**src/rtl/ucsbece154b_bp_update_ctrl.sv**
```systemverilog
// Branch-predictor update controller.
// Resolved control-flow records from execute are queued in a small FIFO and
// drained one per cycle into the BTB and PHT write ports. A pipeline flush
// stops intake, drains whatever is still queued, then pulses the GHR reset.
// Saturating counters track drained updates and mispredictions.
module ucsbece154b_bp_update_ctrl #(
  parameter int NUM_BTB_ENTRIES = 32,
  parameter int NUM_GHR_BITS    = 5,
  parameter int FIFO_DEPTH      = 4
) (
  input  logic                               clk,
  input  logic                               reset_ni,

  input  logic                               upd_valid_i,
  output logic                               upd_ready_o,
  input  logic [31:0]                        upd_pc_i,
  input  logic [31:0]                        upd_target_i,
  input  logic [NUM_GHR_BITS-1:0]            upd_phtidx_i,
  input  logic                               upd_is_branch_i,
  input  logic                               upd_is_jump_i,
  input  logic                               upd_taken_i,
  input  logic                               upd_btb_hit_i,
  input  logic                               upd_mispredict_i,

  input  logic                               flush_i,

  output logic                               btb_we_o,
  output logic [$clog2(NUM_BTB_ENTRIES)-1:0] btb_waddr_o,
  output logic [31:0]                        btb_wdata_o,
  output logic [31:0]                        btb_pc_o,

  output logic                               pht_we_o,
  output logic [NUM_GHR_BITS-1:0]            pht_waddr_o,
  output logic                               pht_inc_o,

  output logic                               ghr_reset_o,
  output logic                               busy_o,
  output logic [31:0]                        cnt_updates_o,
  output logic [31:0]                        cnt_mispred_o
);

  localparam int BI = $clog2(NUM_BTB_ENTRIES);
  localparam int PW = $clog2(FIFO_DEPTH);
  localparam int CW = PW + 1;
  localparam logic [CW-1:0] DEPTH_C = CW'(FIFO_DEPTH);

  localparam logic [1:0] S_IDLE  = 2'd0;
  localparam logic [1:0] S_DRAIN = 2'd1;
  localparam logic [1:0] S_FLUSH = 2'd2;

  typedef struct packed {
    logic [31:0]             pc;
    logic [31:0]             target;
    logic [NUM_GHR_BITS-1:0] phtidx;
    logic                    is_branch;
    logic                    is_jump;
    logic                    taken;
    logic                    btb_hit;
    logic                    mispredict;
  } rec_t;

  // Queue storage and bookkeeping
  rec_t          r_mem [FIFO_DEPTH];
  logic [PW-1:0] r_wr_ptr;
  logic [PW-1:0] r_rd_ptr;
  logic [CW-1:0] r_count;
  logic [1:0]    r_state;
  logic [1:0]    w_state_nxt;

  // Registered write-port outputs
  logic                    r_btb_we;
  logic [BI-1:0]           r_btb_waddr;
  logic [31:0]             r_btb_wdata;
  logic [31:0]             r_btb_pc;
  logic                    r_pht_we;
  logic [NUM_GHR_BITS-1:0] r_pht_waddr;
  logic                    r_pht_inc;
  logic                    r_ghr_reset;
  logic [31:0]             r_cnt_updates;
  logic [31:0]             r_cnt_mispred;

  rec_t          w_rec_in;
  rec_t          w_head;
  logic          w_push;
  logic          w_pop;
  logic          w_head_cf;
  logic          w_head_btb_wr;
  logic [CW-1:0] w_count_nxt;

  // Intake is closed while flushing and whenever the queue is full, even if
  // a pop happens in the same cycle; ready depends on registered state only.
  assign upd_ready_o = (r_count < DEPTH_C) && (r_state != S_FLUSH);
  assign w_push      = upd_valid_i && upd_ready_o;
  assign w_pop       = ((r_state == S_DRAIN) || (r_state == S_FLUSH)) && (r_count != '0);
  assign w_count_nxt = r_count + CW'(w_push) - CW'(w_pop);

  assign w_rec_in = '{
    pc:         upd_pc_i,
    target:     upd_target_i,
    phtidx:     upd_phtidx_i,
    is_branch:  upd_is_branch_i,
    is_jump:    upd_is_jump_i,
    taken:      upd_taken_i,
    btb_hit:    upd_btb_hit_i,
    mispredict: upd_mispredict_i
  };

  assign w_head        = r_mem[r_rd_ptr];
  assign w_head_cf     = w_head.is_branch || w_head.is_jump;
  // A taken control-flow record needs a BTB write only if the BTB missed or
  // supplied the wrong target.
  assign w_head_btb_wr = w_head_cf && w_head.taken && (!w_head.btb_hit || w_head.mispredict);

  // Queue payload write
  // NOTE: the payload array has no reset; the pointers and count decide what
  // is valid, so clearing the storage itself would buy nothing.
  always_ff @(posedge clk) begin
    if (w_push) begin
      r_mem[r_wr_ptr] <= w_rec_in;
    end
  end

  // Queue pointers and occupancy
  always_ff @(posedge clk or negedge reset_ni) begin
    if (!reset_ni) begin
      r_wr_ptr <= '0;
      r_rd_ptr <= '0;
      r_count  <= '0;
    end else begin
      if (w_push) r_wr_ptr <= r_wr_ptr + PW'(1);
      if (w_pop)  r_rd_ptr <= r_rd_ptr + PW'(1);
      r_count <= w_count_nxt;
    end
  end

  // Next-state selection for the drain/flush sequencer
  // NOTE: w_state_nxt gets a default before the case so no path leaves it
  // unassigned, which would otherwise infer a latch.
  always_comb begin
    w_state_nxt = r_state;
    case (r_state)
      S_IDLE: begin
        if (flush_i)     w_state_nxt = S_FLUSH;
        else if (w_push) w_state_nxt = S_DRAIN;
      end
      S_DRAIN: begin
        if (flush_i)                                 w_state_nxt = S_FLUSH;
        else if ((w_count_nxt == '0) && !w_push)     w_state_nxt = S_IDLE;
      end
      S_FLUSH: begin
        if (r_count == '0) w_state_nxt = S_IDLE;
      end
      default: w_state_nxt = S_IDLE;
    endcase
  end

  // State register and GHR reset pulse; the pulse fires on the first edge in
  // FLUSH where nothing is left to pop, so it trails the last update write.
  // NOTE: all sequential state uses non-blocking assignments so every
  // register samples the pre-edge values of its neighbours.
  always_ff @(posedge clk or negedge reset_ni) begin
    if (!reset_ni) begin
      r_state     <= S_IDLE;
      r_ghr_reset <= 1'b0;
    end else begin
      r_state     <= w_state_nxt;
      r_ghr_reset <= (r_state == S_FLUSH) && (r_count == '0);
    end
  end

  // Predictor write ports: enables pulse per pop, address/data hold otherwise
  always_ff @(posedge clk or negedge reset_ni) begin
    if (!reset_ni) begin
      r_btb_we    <= 1'b0;
      r_btb_waddr <= '0;
      r_btb_wdata <= '0;
      r_btb_pc    <= '0;
      r_pht_we    <= 1'b0;
      r_pht_waddr <= '0;
      r_pht_inc   <= 1'b0;
    end else begin
      r_btb_we <= w_pop && w_head_btb_wr;
      r_pht_we <= w_pop && w_head.is_branch;
      if (w_pop && w_head_btb_wr) begin
        r_btb_waddr <= w_head.pc[BI+1:2];
        r_btb_wdata <= w_head.target;
        r_btb_pc    <= w_head.pc;
      end
      if (w_pop && w_head.is_branch) begin
        r_pht_waddr <= w_head.phtidx;
        r_pht_inc   <= w_head.taken;
      end
    end
  end

  // Saturating performance counters; records that are neither branch nor
  // jump are dropped without being counted.
  always_ff @(posedge clk or negedge reset_ni) begin
    if (!reset_ni) begin
      r_cnt_updates <= '0;
      r_cnt_mispred <= '0;
    end else if (w_pop && w_head_cf) begin
      if (r_cnt_updates != '1) r_cnt_updates <= r_cnt_updates + 32'd1;
      if (w_head.mispredict && (r_cnt_mispred != '1)) r_cnt_mispred <= r_cnt_mispred + 32'd1;
    end
  end

  assign btb_we_o      = r_btb_we;
  assign btb_waddr_o   = r_btb_waddr;
  assign btb_wdata_o   = r_btb_wdata;
  assign btb_pc_o      = r_btb_pc;
  assign pht_we_o      = r_pht_we;
  assign pht_waddr_o   = r_pht_waddr;
  assign pht_inc_o     = r_pht_inc;
  assign ghr_reset_o   = r_ghr_reset;
  assign busy_o        = (r_state != S_IDLE);
  assign cnt_updates_o = r_cnt_updates;
  assign cnt_mispred_o = r_cnt_mispred;

endmodule

```
**config.mk**
```make
export PLATFORM = sky130hd
export DESIGN_NAME = ucsbece154b_bp_update_ctrl
export DESIGN_NICKNAME = d
export VERILOG_FILES = /design/src/rtl/ucsbece154b_bp_update_ctrl.sv
export SDC_FILE = /design/constraint.sdc
export NUM_CORES = 1
export LEC_CHECK = 0
export ABC_CLOCK_PERIOD_IN_PS = 9800
export BUFFER_PORTS_ARGS = -buffer_cell sky130_fd_sc_hd__buf_2
export CELL_PAD_IN_SITES_DETAIL_PLACEMENT = 2
export CELL_PAD_IN_SITES_GLOBAL_PLACEMENT = 2
export CORE_UTILIZATION = 42
export DETAILED_ROUTE_END_ITERATION = 16
export GPL_TIMING_DRIVEN = 1
export PLACE_DENSITY_LB_ADDON = 0.3
export SYNTH_ARGS = -nofsm -noshare
export SYNTH_HDL_FRONTEND = slang
export SYNTH_SLANG_ARGS = --single-unit
```
**constraint.sdc**
```tcl
create_clock -name clk -period 9.8 [get_ports clk]
set_input_delay 1.96 -clock clk [delete_from_list [all_inputs] [get_ports clk]]
set_output_delay 1.96 -clock clk [all_outputs]
set_load 0.05 [all_outputs]
```
# Word level (Yosys, flattened, before mapping)
# Memories as Yosys holds them, arrays and structs flattened.
# Cells that the tools add are included.
# Widths: inputs -> output; s select.
word_totals:
  ff_bits: 151
  ramBits: 296
  input_bits: 78
  out_inout_bits: 144
  wordCells: 62
  mem_count: 1
op_classes:
  addsub: 6
  n_lt_le_gt_ge: 1
  n_eq_ne: 8
  mux: 8
  n_reduce_logical: 24
memory_table:
  columns: ["memory", "words", "width", "read_ports", "rd_ports_with_merged_regs", "write_ports", "line_no", "source"]
  rows:
  - ["r_mem", 4, 74, 1, 0, 1, "63", "rec_t r_mem [FIFO_DEPTH];"]
op_table:
  columns: ["op", "n"]
  rows:
  - ["$add 32x1->32 const B", 2]
  - ["$ne 32x32->1 const B", 2]
  - ["$logic_and 1x1->1", 11]
  - ["$mux 2", 5]
  - ["$logic_not 3->1", 2]
  - ["$pmux 2 s3", 1]
  - ["$add 2x1->2 const B", 2]
  - ["$ne 2x2->1 const B", 2]
  - ["$reduce_and 2->1", 2]
  - ["$add 3x1->3", 1]
  - ["$logic_or 1x1->1", 3]
  - ["$lt 3x3->1 const B", 1]
  - ["$ne 3x2->1 const B", 1]
  - ["$ne 3x3->1 const B", 1]
  - ["$reduce_and 3->1", 1]
  - ["$reduce_bool 3->1", 1]
  - ["$sub 3x1->3", 1]
  - ["$eq 2x1->1 const B", 1]
  - ["$eq 2x2->1 const B", 1]
  - ["$logic_not 1->1", 2]
  - ["$logic_not 2->1", 1]
  - ["$mux 1", 2]
  - ["$reduce_bool 2->1", 1]

# Longest topological paths before layout
# Gate-level depths: netlist (run 1).
logic_depth:
  depth_word: 10
  ltp_mapped: 16
  ltp_nobuf: 16

# Least setup slack after synthesis (run 1)
# OpenSTA, ideal clock, no wires.
synth_path:
  path_kind: "input -> register"
  start: "input upd_valid_i"
  end: "register r_state[1]"
  setup_ns: 0.079
  arrival_ns: 4.306
  required_time_ns: 9.721
  setup_slack_ns: 5.415
  path_stages: 12
  path_cell_list: "and2_1 > inv_1 > ha_1 > inv_1 > ha_1 > inv_1 > fa_1 > xnor2_1 > xnor2_1 > or4_1 > a222oi_1 > mux2i_1"
synth_between:
  elab_chain_cells: 7
synth_rtl:
  columns: ["item", "line_no", "source"]
  rows:
  - ["start, declared", "14", "input logic upd_valid_i,"]
  - ["$logic_and 1x1->1", "93", "assign w_push = upd_valid_i && upd_ready_o;"]
  - ["$add 3x1->3", "95", "assign w_count_nxt = r_count + CW'(w_push) - CW'(w_pop);"]
  - ["$sub 3x1->3", "95", null]
  - ["via w_count_nxt[2]", "88", "logic [CW-1:0] w_count_nxt;"]
  - ["$logic_not 3->1", "148", "else if ((w_count_nxt == '0) && !w_push) w_state_nxt = S_IDLE;"]
  - ["$logic_and 1x1->1", "148", null]
  - ["$ne 3x2->1 (no line)", null, null]
  - ["$reduce_and 3->1 (no line)", null, null]
  - ["end signal, assigned", "166", "r_state <= w_state_nxt;"]
  - ["end, declared", "67", "logic [1:0] r_state;"]
# The timed path passes the listed nets, and every way through them passes these cells.
# A chain may end at the register's enable or synchronous reset.

# Final worst setup path (run 1)
# Ends and elaborated chain as after synthesis.

==> qor.tcl, run 1 <==
set qor(result_of_the_run) {completed}
set qor(cts_hold_buffers) 0
set qor(die_area_um2) 41700
set qor(synth_area_per_cell_um2) 19.4
set qor(clock_tree_from_tritoncts) {yes}
set qor(routed_wl_mm) 39.7
set qor(core_region_area_um2) 40000
set qor(h-tree-depth) 2
set qor(cell_types_with_the_largest_area_share_after_synthesis) {sky130_fd_sc_hd__edfxtp_1 52%, sky130_fd_sc_hd__dfrtp_1 21%, sky130_fd_sc_hd__mux4_2 9.7%, sky130_fd_sc_hd__mux2_4 4.3%, sky130_fd_sc_hd__xnor2_1 2.3%}
set qor(min_period_over_period_pct) 45.4
set qor(required_ns) 10.30
set qor(arrival_ns) 4.94
set qor(critPathMostFrequentCell) {sky130_fd_sc_hd__inv_1}
set qor(netlist.top_cell.by_area) {sky130_fd_sc_hd__edfxtp_1}
set qor(clockBufferDepth) 3
set qor(drtAntennaViolNets) 0
set qor(grt_max_degree) 75
set qor(detail_route.vias_per_cell) 5.19
set qor(syn-cell-area_um2) 17200
set qor(crit_path_top_delay_cell) {sky130_fd_sc_hd__a222oi_1}
set qor(post_cts.resized_instances) 0
set qor(max_freq_mhz) 225
set qor(placedInstanceArea_um2) 18800
set qor(yosys.area.top_type_share_pct) 51.7
set qor(ctsRootBufferMaster) {sky130_fd_sc_hd__clkbuf_16}
set qor(yosys.cell_count.top_type) {sky130_fd_sc_hd__edfxtp_1}
set qor(synth-seq-area-share_pct) 73.0
set qor(grt_antenna_before_repair) 8
set qor(routed_wire_length_per_instance_um) 23.3
set qor(first_iter_violations) 411
set qor(gp_routability_congestion) 0.729
set qor(clkLatencyLatePin_ns) 0.58
set qor(post-route-cell-area_um2) 20200
set qor(cap_violations) 0
set qor(finalHoldViolations) 0
set qor(vdd_drop_max_v) 0.000188
set qor(number_of_setup_violations_in_the_final_report) 0
set qor(fin_crit_ns) 4.45
set qor(place_hpwl_mm) 25.2
set qor(grt_pass1_wl_mm) 61.4
set qor(route.vias.total) 8822
set qor(hp-class) {reg2reg}
set qor(cp_slowest_stage_delay_ns) 0.50
set qor(top_ports) 222
set qor(timing.final.max_slew_violations) 0
set qor(path_cells) {buf_2 > and2_1 > inv_1 > ha_1 > inv_1 > ha_1 > inv_1 > fa_1 > xnor2_1 > xnor2_1 > or4_1 > a222oi_1 > mux2i_1}
set qor(post_route_drc_violation_count) 0
set qor(r2r_slack_ns) 5.83
set qor(first_global_vias) 10174
set qor(power.density_cell_area_nw_per_um2) 321
set qor(cp_max_fo) 5
set qor(critPathTopFamily) {adder cells}
set qor(relSlewSlack_pct) 30.8
set qor(unrepaired_setup_endpoints_after_global_routing) {false}
set qor(yosys-top-cells-count) {296 x sky130_fd_sc_hd__edfxtp_1, 146 x sky130_fd_sc_hd__dfrtp_1, 74 x sky130_fd_sc_hd__mux4_2}
set qor(finalClockSkew_ns) 0.0135
set qor(cts_buffers) 47
set qor(grt.overflow.total) 0
set qor(cts_post_setup_buffers_inserted) 0
set qor(timing.critical_path.buf_inv) 4
set qor(timing.critical_path.to_type) {register}
set qor(drive_gt1_share_pct) 38.3
set qor(synth_fp_nets) 975
set qor(criticalPathCategory) {in2reg}
set qor(starting_density_of_the_core_pct) 43.0
set qor(timing_worst_slew_pin_value_ns) 1.04
set qor(ys_ff_latch) 442
set qor(clk_pin_slew_ns) 0.06
set qor(flow.area_growth_from_synthesis_pct) 17.8
set qor(grt_util_all_layers_pct) 19.7
set qor(hold_ws_ns) 0.499
set qor(cellLeakagePower_nw) 7.93
set qor(setup_total_negative_slack_ns) 0
set qor(firstDrtPassIters) 4
set qor(synth_top_flop_cell) {sky130_fd_sc_hd__edfxtp_1}
set qor(tritoncts_num_sinks) 442
set qor(design.final.nets) 1222
set qor(design_power_total_w) 0.00651
set qor(die-height_um) 204
set qor(synth_enable_flop_cells) 296
set qor(post_synth_inst_count) 885
set qor(ys_types) 48
set qor(async_reset_ff_share_pct) 33.0
set qor(width_of_the_die_um) 204
set qor(port_buffers) 221
set qor(rows) 73
set qor(start_kind) {input pin}
set qor(yosys_warnings) 0
[cells in the final DEF, fill, tap and decap left out, types with 8 or more instances in the layout]
master	synthesis	routed
sky130_fd_sc_hd__nand2_1	39	39
sky130_fd_sc_hd__buf_2	5	220
sky130_fd_sc_hd__buf_4	6	9
sky130_fd_sc_hd__ha_1	11	11
sky130_fd_sc_hd__nand3_1	19	19
sky130_fd_sc_hd__xnor2_1	46	46
sky130_fd_sc_hd__inv_1	16	16
sky130_fd_sc_hd__mux2_4	49	49
sky130_fd_sc_hd__mux4_2	74	74
sky130_fd_sc_hd__nor2_1	23	23
sky130_fd_sc_hd__dfrtp_1	146	144
sky130_fd_sc_hd__nor3_1	8	8
sky130_fd_sc_hd__clkbuf_1	12	16
sky130_fd_sc_hd__nand4_1	28	28
sky130_fd_sc_hd__edfxtp_1	296	296
sky130_fd_sc_hd__clkbuf_16	0	47
sky130_fd_sc_hd__clkinv_1	0	8
sky130_fd_sc_hd__and3_1	14	10
sky130_fd_sc_hd__xor2_1	20	20
sky130_fd_sc_hd__mux2_2	16	16
[worst paths after layout]
kind,cells past startpoint,from,endpoint
max,13,upd_valid_i,r_state[1]$_DFFE_PN0P_
min,2,pht_inc_o$_DFFE_PN0P_,pht_inc_o$_DFFE_PN0P_
max reg2reg,15,r_state[0]$_DFFE_PN0P_,r_state[1]$_DFFE_PN0P_
min reg2reg,2,pht_inc_o$_DFFE_PN0P_,pht_inc_o$_DFFE_PN0P_
max in group asynchronous,2,reset_ni,btb_wdata_o[7]$_DFFE_PN0P_
min in group asynchronous,1,reset_ni,cnt_mispred_o[26]$_DFFE_PN0P_
[state kept, by name, indices dropped and copies added, names as in the netlist]
name           count
r_count            3
r_wr_ptr           2
btb_we_o           1
pht_waddr_o        5
btb_wdata_o       32
cnt_mispred_o     32
r_rd_ptr           2
ghr_reset_o        1
btb_pc_o          28
btb_waddr_o        4
pht_we_o           1
pht_inc_o          1
r_state            2
r_mem            296
cnt_updates_o     32
[routing by layer]
metal  up-vias  GRT usage, %  share of wire [%]  wire length [µm]
met1      4644          23.9                 41             16200
met2       186          34.8                 52             20600
met4         6          5.73                1.9               735
li1       3928             -                  -                 -
met5         -             0               0.11                43
met3        58          4.69                5.2              2060
[power by group]
part / switching [W] / internal, W
sequential: 0.000250 / 0.00237
combinational: 0.00140 / 0.000848
clock: 0.000707 / 0.000925
total: 0.00236 / 0.00415
[cells by family (layout without fill, tap and decap cells)]
family / count (synthesis) / in the layout / synth area share [%]
and+or+nand+nor: 159 / 159 / 5.02
muxes: 145 / 145 / 15.4
buffers and inverters: 48 / 332 / 1.70
xor gates and xnor gates: 66 / 66 / 3.36
other: 0 / 5 / 0
adders and majority gates: 12 / 12 / 0.917
DFF: 442 / 442 / 73.0
AOI/OAI and AO/OA: 13 / 13 / 0.597
[stage by stage]
| step | worst slack (ns) | instances | util, % |
|---|---|---|---|
| 2_1_floorplan | 5.41 | 885 | - |
| 3_3_place_gp | 5.12 | 1608 | 47.1 |
| 3_5_place_dp | 4.90 | 1608 | 47.1 |
| 5_1_grt | 5.20 | 1694 | 50.6 |
| 6_report | 5.35 | 1699 | 50.6 |
| 4_1_cts | 5.35 | 1694 | 50.6 |
[layout make-up]
cell class                 instances  area, µm²
fill                            3610      19800
sequential                       442      12500
inverter                          16       60.1
timing repair buffer             230       1180
multi-input combinational        395       4380
tap                              525        657
antenna                            5       12.5
clock inverter                    18        101
clock buffer                      68       1310
[worst min-delay path: stages (launching register included)]
cell and delay [ns]:
sky130_fd_sc_hd__dfrtp_1 0.35, sky130_fd_sc_hd__nand2_1 0.06, sky130_fd_sc_hd__nand2_1 0.06
(Power assumes the default switching activity.)
==> run 2, diff against run 1 <==
Settings changed: ABC_CLOCK_PERIOD_IN_PS 9800 to 4400.
Clock period 9.8 ns to 4.4 ns, I/O delays scaled along.
==> run 2 against run 1 <==
Non-clock buffer count grew 5. Wire length is 0.52% higher. First-iteration DRC count increased by 23%. Worst hold slack got worse by 0.12 ns. Sequential share of layout area down 0.45 points. Flip-flop and latch count is the same. Setup slack worse by 4.8 ns. Register-to-register slack got worse by 5.3 ns. Clock-buffer cell count stayed put. Power is 130% higher. Die area stayed put. Sequential power is 120% higher. Critical path type is now reg2reg. Highest routed layer unchanged.
==> qor.tcl, run 2 (synthesis gave the netlist of run 1 again) <==
set qor(design.final.nets) 1226 ;# was 1222
set qor(hp-class) {in2async} ;# was reg2reg
set qor(number_of_setup_violations_in_the_final_report) 0 ;# unchanged
set qor(timing.critical_path.to_type) {register} ;# unchanged
set qor(h-tree-depth) 2 ;# unchanged
set qor(routed_wire_length_per_instance_um) 23.5 ;# was 23.3 µm
set qor(grt_antenna_before_repair) 7 ;# was 8
set qor(cap_violations) 0 ;# unchanged
set qor(first_global_vias) 10026 ;# was 10174
set qor(clockBufferDepth) 3 ;# unchanged
set qor(top_register) {r_mem} ;# unchanged
set qor(vdd_drop_max_v) 0.000458 ;# was 0.000188 V
set qor(layout_commonest_cell) {sky130_fd_sc_hd__edfxtp_1} ;# unchanged
set qor(power.density_cell_area_nw_per_um2) 722 ;# was 321 nW/µm²
set qor(flow.area_growth_from_synthesis_pct) 18.7 ;# was 17.8%
set qor(worst_setup_path_startpoint) {r_state[0]$_DFFE_PN0P_} ;# was upd_valid_i
set qor(grt_most_used_layer) {met2} ;# unchanged
set qor(design_power_total_w) 0.0147 ;# was 0.00651 W
set qor(arrival_ns) 4.32 ;# was 4.94 ns
set qor(groute.layer.met3.usage_pct) 4.13 ;# was 4.69%
set qor(top_ports) 222 ;# unchanged
set qor(r2r.worst_path.cells) 15 ;# unchanged
set qor(r2r_slack_ns) 0.57 ;# was 5.83 ns
set qor(required_ns) 4.89 ;# was 10.30 ns
set qor(starting_density_of_the_core_pct) 43.0 ;# unchanged
set qor(flip_flop_count_of_the_largest_register_all_copies_and_words_added) 296 ;# unchanged
set qor(grt.overflow.total) 0 ;# unchanged
set qor(start_kind) {register} ;# was input pin
set qor(finalClockSkew_ns) 0.0141 ;# was 0.0135 ns
set qor(setup_total_negative_slack_ns) 0 ;# unchanged
set qor(max_freq_mhz) 261
set qor(routed_wl_mm) 39.9 ;# was 39.7 mm
set qor(result_of_the_run) {completed} ;# unchanged
set qor(ctsRootBufferMaster) {sky130_fd_sc_hd__clkbuf_16} ;# unchanged
set qor(post_route_drc_violation_count) 0 ;# unchanged
set qor(port_buffers) 221 ;# unchanged
set qor(relSlewSlack_pct) 41.8 ;# was 30.8%
set qor(grt_util_all_layers_pct) 19.8 ;# was 19.7%
set qor(die-height_um) 204 ;# unchanged
set qor(global_route.usage.met2_pct) 34.1 ;# was 34.8%
set qor(critical_path.reg2reg.startpoint) {r_state[0]$_DFFE_PN0P_} ;# unchanged
set qor(criticalPathCategory) {reg2reg} ;# was in2reg
set qor(global_route.usage.met1_pct) 25.1 ;# was 23.9%
set qor(clock_tree_from_tritoncts) {yes} ;# unchanged
set qor(min_period_over_period_pct) 87.0
set qor(cellLeakagePower_nw) 8.01 ;# was 7.93 nW
set qor(commonest_cells_after_routing_fill_and_taps_aside) {296 x sky130_fd_sc_hd__edfxtp_1, 220 x sky130_fd_sc_hd__buf_2, 144 x sky130_fd_sc_hd__dfrtp_1, 74 x sky130_fd_sc_hd__mux4_2, 49 x sky130_fd_sc_hd__mux2_4} ;# unchanged
set qor(first_iter_violations) 506 ;# was 411
set qor(detail_route.vias_per_cell) 5.25 ;# was 5.19
set qor(die_area_um2) 41700 ;# unchanged
set qor(rows) 73 ;# unchanged
set qor(route.vias.total) 8918 ;# was 8822
set qor(finalHoldViolations) 0 ;# unchanged
set qor(drive_gt1_share_pct) 38.8 ;# was 38.3%
set qor(post_cts.resized_instances) 0 ;# unchanged
set qor(fin_crit_ns) 3.83
set qor(drtAntennaViolNets) 0 ;# unchanged
set qor(grt_max_degree) 80 ;# was 75
set qor(clk_pin_slew_ns) 0.06 ;# about the same
set qor(place_hpwl_mm) 25.5 ;# was 25.2 mm
set qor(firstDrtPassIters) 5 ;# was 4
set qor(cts_buffers) 46 ;# was 47
set qor(width_of_the_die_um) 204 ;# unchanged
set qor(gp_routability_congestion) 0.770 ;# was 0.729
set qor(core_region_area_um2) 40000 ;# unchanged
set qor(cts_hold_buffers) 0 ;# unchanged
set qor(timing_worst_slew_pin_value_ns) 0.872 ;# was 1.04 ns
set qor(cts_post_setup_buffers_inserted) 0 ;# unchanged
set qor(clkLatencyLatePin_ns) 0.58 ;# about the same
set qor(unrepaired_setup_endpoints_after_global_routing) {false} ;# unchanged
set qor(tritoncts_num_sinks) 442 ;# unchanged
set qor(grt_pass1_wl_mm) 61.9 ;# was 61.4 mm
set qor(timing.final.max_slew_violations) 0 ;# unchanged
set qor(cp_max_fo) 6 ;# was 5
## run 2: cell count changes in the layout (fill, tap and decap cells not counted)
| cell | change |
|---|---|
| sky130_fd_sc_hd__buf_12 | +3 |
| sky130_fd_sc_hd__buf_4 | +2 |
| sky130_fd_sc_hd__bufinv_16 | +3 |
| sky130_fd_sc_hd__clkbuf_1 | -1 |
| sky130_fd_sc_hd__clkbuf_8 | +1 |
| sky130_fd_sc_hd__clkinv_1 | -3 |
| sky130_fd_sc_hd__clkinv_2 | -1 |
| sky130_fd_sc_hd__clkinv_8 | +2 |
| sky130_fd_sc_hd__clkinvlp_4 | -1 |
| sky130_fd_sc_hd__diode_2 | -3 |
| sky130_fd_sc_hd__inv_16 | -1 |
| sky130_fd_sc_hd__inv_6 | -1 |
## run 2: metal layers
layer	vias up	routed length (µm)
met5	-	78
met4	10	811
met3	70	1820
met2	185	20500
met1	4714	16600
li1	3939	-
## run 2: final timing paths
path                                                       to
worst max register to register         r_state[1]$_DFFE_PN0P_
worst min register to register          pht_inc_o$_DFFE_PN0P_
max in group asynchronous       cnt_updates_o[28]$_DFFE_PN0P_
worst min-delay path                     r_count[0]$_DFF_PN0_
min in group clk                        pht_inc_o$_DFFE_PN0P_
worst max-delay path                   r_state[1]$_DFFE_PN0P_
## run 2: power by group
group | internal (W) | switching, W | total, W
combinational | 0.00191 | 0.00313 | 0.00504
clock | 0.00225 | 0.00159 | 0.00384
sequential | 0.00528 | 0.000550 | 0.00583
total | 0.00944 | 0.00528 | 0.0147
## run 2: area by class of cell
class	count	area, µm²
antenna	2	5.00
tap	525	657
multi-input combinational	395	4380
fill	3595	19600
timing repair buffer	235	1250
clock inverter	16	171
clock buffer	68	1320
sequential	442	12500
inverter	16	60.1
## run 2: critical path: stages (launching register included)
cell,delay (ns)
sky130_fd_sc_hd__dfrtp_1,0.35
sky130_fd_sc_hd__inv_1,0.07
sky130_fd_sc_hd__ha_1,0.24
sky130_fd_sc_hd__nor2_1,0.28
sky130_fd_sc_hd__and2_1,0.29
sky130_fd_sc_hd__inv_1,0.10
sky130_fd_sc_hd__ha_1,0.31
sky130_fd_sc_hd__inv_1,0.06
sky130_fd_sc_hd__ha_1,0.14
sky130_fd_sc_hd__inv_1,0.05
sky130_fd_sc_hd__fa_1,0.38
sky130_fd_sc_hd__xnor2_1,0.15
sky130_fd_sc_hd__xnor2_1,0.14
sky130_fd_sc_hd__or4_1,0.42
sky130_fd_sc_hd__a222oi_1,0.51
sky130_fd_sc_hd__mux2i_1,0.26
## run 2: per-stage QoR
stage | cell area (µm²) | cells | hold slack [ns] | util, % | setup slack (ns)
after global placement | 18900 | 1613 | 0.454 | 47.2 | 0.778
after global routing | 20400 | 1697 | 0.426 | 51.0 | 0.150
after floorplan | 17200 | 885 | 0.494 | - | 0.488
after detailed placement | 18900 | 1613 | 0.461 | 47.2 | 0.599
after CTS | 20400 | 1697 | 0.427 | 51.0 | 0.543
final | 20400 | 1699 | 0.380 | 51.0 | 0.570
